[config.mk]
export PLATFORM = sky130hd
export DESIGN_NAME = mips_alu
export DESIGN_NICKNAME = d
export VERILOG_FILES = /design/src/rtl/mips_alu.sv
export SDC_FILE = /design/constraint.sdc
export NUM_CORES = 1
export LEC_CHECK = 0
export CAP_MARGIN = 40
export CORE_UTILIZATION = 50
export CTS_BUF_LIST = sky130_fd_sc_hd__clkbuf_16
export DETAILED_ROUTE_END_ITERATION = 16
export PLACE_DENSITY = 0.91
export SYNTH_ARGS = -nofsm -noshare
export SYNTH_HDL_FRONTEND = slang
export SYNTH_SLANG_ARGS = --single-unit
[constraint.sdc]
create_clock -name clk -period 2.41 [get_ports clk]
set_input_delay 0.482 -clock clk [delete_from_list [all_inputs] [get_ports clk]]
set_output_delay 0.482 -clock clk [all_outputs]
set_load 0.05 [all_outputs]
[src/rtl/mips_alu.sv]
// Registered MIPS ALU: AND/OR/ADD/SUB/SLT selected by alucontrol, with a zero flag.
// The result and the zero flag are captured in output registers, giving one cycle of latency.
module mips_alu #(
  parameter int WIDTH = 32
) (
  input  logic             clk,
  input  logic             reset,
  input  logic [WIDTH-1:0] srca,
  input  logic [WIDTH-1:0] srcb,
  input  logic [2:0]       alucontrol,
  output logic [WIDTH-1:0] result,
  output logic             zero
);

  logic signed [WIDTH-1:0] bb;
  logic signed [WIDTH-1:0] sum;
  logic        [WIDTH-1:0] result_d;
  logic        [WIDTH-1:0] result_q;
  logic                    zero_d;
  logic                    zero_q;

  // Signed less-than taken from the subtractor.
  // The overflow term corrects the sign bit when A-B wraps.
  function automatic logic slt_bit(input logic a_msb, input logic b_msb, input logic s_msb);
    logic ovf;
    ovf = (a_msb != b_msb) && (s_msb != a_msb);
    return s_msb ^ ovf;
  endfunction

  always_comb begin
    bb  = alucontrol[2] ? ~srcb : srcb;
    sum = srca + bb + {{(WIDTH-1){1'b0}}, alucontrol[2]};
    result_d = '0;
    case (alucontrol[1:0])
      2'b00: result_d = srca & bb;
      2'b01: result_d = srca | bb;
      2'b10: result_d = sum;
      default: result_d[0] = alucontrol[2] ? slt_bit(srca[WIDTH-1], srcb[WIDTH-1], sum[WIDTH-1])
                                           : sum[WIDTH-1];
    endcase
    zero_d = (result_d == '0);
  end

  // Output register stage
  always_ff @(posedge clk or posedge reset) begin
    if (reset) begin
      result_q <= '0;
      zero_q   <= 1'b1;
    end else begin
      result_q <= result_d;
      zero_q   <= zero_d;
    end
  end

  assign result = result_q;
  assign zero   = zero_q;

endmodule

==> results_dict.tcl, run 1 <==
set metrics [dict create \
    post_cts_buffers 73 \
    stop_error "[ERROR DPL-0038] Utilization greater than 100%, impossible to legalize" \
    synth_edf_count 0 \
    start_util 0.5243 \
    yosys_register_bits 33 \
    failed_stage "clock tree synthesis" \
    placementRows 33 \
    ios 102 \
    avgSynthCellArea_sq_um 7.635 \
    synthesis.nets 704 \
    status "stopped before the end" \
    dp.cells 928 \
    seq_area_frac_synth 0.1901 \
    ys.flop_type "dfrtp_1" \
    syn_area_sq_um 4352 \
    ctsRootBufferMaster "clkbuf_16" \
    async_flop_share 1.000 \
    fp.dieW_microns 95.29 \
    syn_inst 570 \
    cts_max_level 2 \
    cts_buffer_depth 2 \
    yosysWarnings 0 \
    cts_hold_buf 0 \
    die_h_microns 95.29 \
    dp_hpwl_microns 14000 \
    cts_buffers 5 \
    cts_resized 234 \
    synth_cell_types 67 \
    gp_congestion 1.008 \
    cts.sinks 33 \
    port_buffers 101 \
]
## kinds of logic after synthesis
| group | synth area share |
|---|---|
| buffers and inverters | 0.08511 |
| XOR/XNOR | 0.1127 |
| AO/OA/AOI/OAI | 0.2651 |
| multiplexers | 0.005462 |
| adder cells (fa/ha/maj) | 0.1886 |
| AND/OR/NAND/NOR | 0.1530 |
| flip-flops | 0.1901 |
## per-stage QoR
step           worst slack (ns)  instance area [sq um]
2_1_floorplan            -1.081                   4631
3_5_place_dp             -1.868                   6933
3_3_place_gp             -1.599                   6933
## synth_stat cells, types with 3 or more instances
library cell | instances | area, sq um
a21o_1 | 11 | 82.58
nand2_1 | 61 | 229.0
clkbuf_1 | 15 | 56.30
o21ai_1 | 12 | 60.06
a21oi_1 | 38 | 190.2
o32ai_1 | 3 | 26.28
nor3_1 | 5 | 25.02
a211oi_1 | 7 | 52.55
o211ai_1 | 7 | 52.55
xnor2_1 | 17 | 148.9
nor4_1 | 4 | 25.02
xor2_1 | 39 | 341.6
inv_1 | 69 | 259.0
a22o_1 | 3 | 26.28
and3_1 | 4 | 25.02
dfrtp_1 | 32 | 800.8
o22ai_1 | 15 | 93.84
nand3_1 | 12 | 60.06
ha_1 | 64 | 800.8
o31ai_1 | 8 | 60.06
inv_2 | 3 | 11.26
o21ai_0 | 37 | 185.2
nand4_1 | 8 | 50.05
nor2b_1 | 3 | 18.77
o21bai_1 | 3 | 22.52
o21a_1 | 5 | 37.54
buf_2 | 5 | 25.02
nor2_1 | 31 | 116.4
or4_1 | 3 | 22.52
==> run 2: changes to the inputs <==
--- a/config.mk
+++ b/config.mk
@@ -6,10 +6,9 @@
 export NUM_CORES = 1
 export LEC_CHECK = 0
 export CAP_MARGIN = 40
-export CORE_UTILIZATION = 50
-export CTS_BUF_LIST = sky130_fd_sc_hd__clkbuf_16
+export CORE_UTILIZATION = 35
 export DETAILED_ROUTE_END_ITERATION = 16
-export PLACE_DENSITY = 0.91
+export PLACE_DENSITY_LB_ADDON = 0.15
 export SYNTH_ARGS = -nofsm -noshare
 export SYNTH_HDL_FRONTEND = slang
 export SYNTH_SLANG_ARGS = --single-unit
==> run 2 against run 1 <==
The flow now finishes, with violations (setup timing). Area after synthesis unchanged. Synthesized cell count unchanged.
==> results_dict.tcl, run 2 <==
set metrics [dict create \
    tightestPinTransition_ns 0.6657 \
    avgSynthCellArea_sq_um 7.635 \
    worstSetupStartpointType "input pin" \
    synth.most_common_cell "inv_1" \
    synthesis.nets 704 \
    yosys.area.top_type_share 0.1840 \
    drt_iter0_markers 213 \
    place_area_sq_um 7119 \
    yosysWarnings 0 \
    irDropWorstVdd_mv 0.2706 \
    coreArea_sq_um 12060 \
    async_flop_share 1.000 \
    final_antenna_net_count 0 \
    most-common-layout-cells "buf_4 (197), clkdlybuf4s50_1 (73), inv_1 (58)" \
    hold_class "input pin to async pin" \
    gp_congestion 0.9113 \
    fin_hold_ws_ns 0.6026 \
    stdcell_count 1053 \
    dp_hpwl_microns 12470 \
    crit_type "input pin to flip-flop" \
    cts_tree "done" \
    crit_chain "buf_8 > buf_8 > buf_6 > xor2_2 > inv_2 > ha_4 > nand3b_1 > a311o_2 > o31a_4 > buf_4 > buf_6 > buf_6 > a21oi_4 > a221oi_2 > xor2_1 > o22ai_2 > a2111oi_2 > buf_4 > nor4bb_1" \
    finalCriticalPeriod_ns 3.722 \
    route.detailed.drc 0 \
    fin_nets 1018 \
    path_max_fanout 5 \
    clk_pin_slew_ns 0.05 \
    grt_max_degree 24 \
    startpoint "alucontrol[2]" \
    seq_area_frac_synth 0.1901 \
    cts_max_level 2 \
    max-cap-violations 0 \
    dr.pass1.iters 5 \
    first_global_vias 5568 \
    post-route-period-util 1.544 \
    slew_headroom 0.5557 \
    overflow 0 \
    dp.cells 1002 \
    fin_setup_tns_ns -12.05 \
    synth_cell_types 67 \
    port_buffers 101 \
    yosys-top-cells-count "inv_1 (69), ha_1 (64), nand2_1 (61)" \
    fmax_ghz 0.2687 \
    syn_inst 570 \
    drive_gt1_frac 0.4870 \
    critPathMaxStageDelay_ns 0.45 \
    largest_reg_flops 32 \
    status "finished, violations left" \
    grt_pass1_wl_microns 27210 \
    violations "setup timing" \
    drt-total-wl_microns 17620 \
    antennaDiodeCount 0 \
    crit_top_cell "buf_6" \
    end_kind "flip-flop" \
    area_delta_synth_final_pct 104.0 \
    setup-violations-final 24 \
    cts_buffers 5 \
    slew_violations 0 \
    vias_per_cell 5.217 \
    synth_area_leaders "dfrtp_1 (18%), ha_1 (18%), xor2_1 (7.8%), inv_1 (6.0%), nand2_1 (5.3%)" \
    final_common_cell "buf_4" \
    hold_violations 0 \
    fp.dieW_microns 113.5 \
    wl_per_cell_microns 16.73 \
    design_area_sq_um 8876 \
    synth_edf_count 0 \
    preCtsSetupSlack_ns -1.700 \
    die_h_microns 113.5 \
    cts.sinks 33 \
    cts_buffer_depth 2 \
    syn_area_sq_um 4352 \
    antenna_found_initial 0 \
    critPathRequiredTime_ns 2.59 \
    yosys.area.top_type "dfrtp_1" \
    placementRows 40 \
    ctsRootBufferMaster "clkbuf_16" \
    cp_slowest_cell "a311o_2" \
    rsz0062_at_grt "yes" \
    ios 102 \
    cp.arrival_ns 3.90 \
    grt_use_total 0.2662 \
    fin_ws_ns -1.312 \
    p_leak_nw 3.989 \
    die_area_sq_um 12880 \
    start_util 0.3608 \
    powerDensity_nw_per_um2 498.5 \
    yosys_register_bits 33 \
    routed-via-count 5494 \
    ys.flop_type "dfrtp_1" \
]
==> run 2: cell counts after synthesis <==
Identical to the previous run, type by type.
==> run 2: timing repair <==
item	in CTS	in global routing
pin swaps	91	62
hold buffers	0	0
cloned	0	1
setup buffers	38	9
endpoints found under the setup margin	29	27
resized for setup	186	75
==> run 2: layout make-up <==
| cell class | count | area (sq um) |
|---|---|---|
| flip-flops and latches | 33 | 827.0 |
| fillers | 866 | 3186 |
| well taps | 168 | 210.2 |
| inverters | 72 | 270.3 |
| multi-input cells | 442 | 4544 |
| clock buffers | 8 | 146.4 |
| repair buffers | 330 | 2878 |
==> run 2: cell families after synthesis <==
logic type | share of synthesized area
xor gates and xnor gates | 0.1127
AOI/OAI and AO/OA | 0.2651
DFF | 0.1901
adders and majority gates | 0.1886
muxes | 0.005462
and+or+nand+nor | 0.1530
buffers and inverters | 0.08511
==> run 2: critical path, delay by kind of cell <==
family	cells	cell delay [ns]
simple gates	2	0.34
xor+xnor	2	0.39
buf+inv	8	0.91
fa+ha+maj	1	0.28
compound gates	6	1.51
==> run 2: per-stage QoR <==
stage,utilization,power (mW)
after floorplan,-,1.981
after global placement,0.5902,3.006
after detailed placement,0.5902,3.038
after CTS,0.6950,4.149
after global routing,0.7359,4.641
final,0.7359,4.425
==> run 2: worst paths after layout <==
check                             end  slack [ns]
max                              zero       -1.31
min in group clk           result[27]        0.87
min                        result[20]        0.60
max in group asynchronous   result[8]        1.27
==> run 2: power breakdown <==
part	switching [mW]	internal [mW]	leakage, nW
combinational	1.60	1.51	3.51
clock	0.250	0.413	0.0712
sequential	0.0207	0.633	0.406
==> run 2: layer usage <==
layer / track usage / vias to the layer above / part of all wire
met5: 0 / - / 0
met4: 0.08772 / 0 / 0.021
met3: 0.03188 / 33 / 0.048
met2: 0.4598 / 191 / 0.50
met1: 0.3441 / 2667 / 0.43
li1: - / 2603 / -
(Power assumes the default switching activity.)
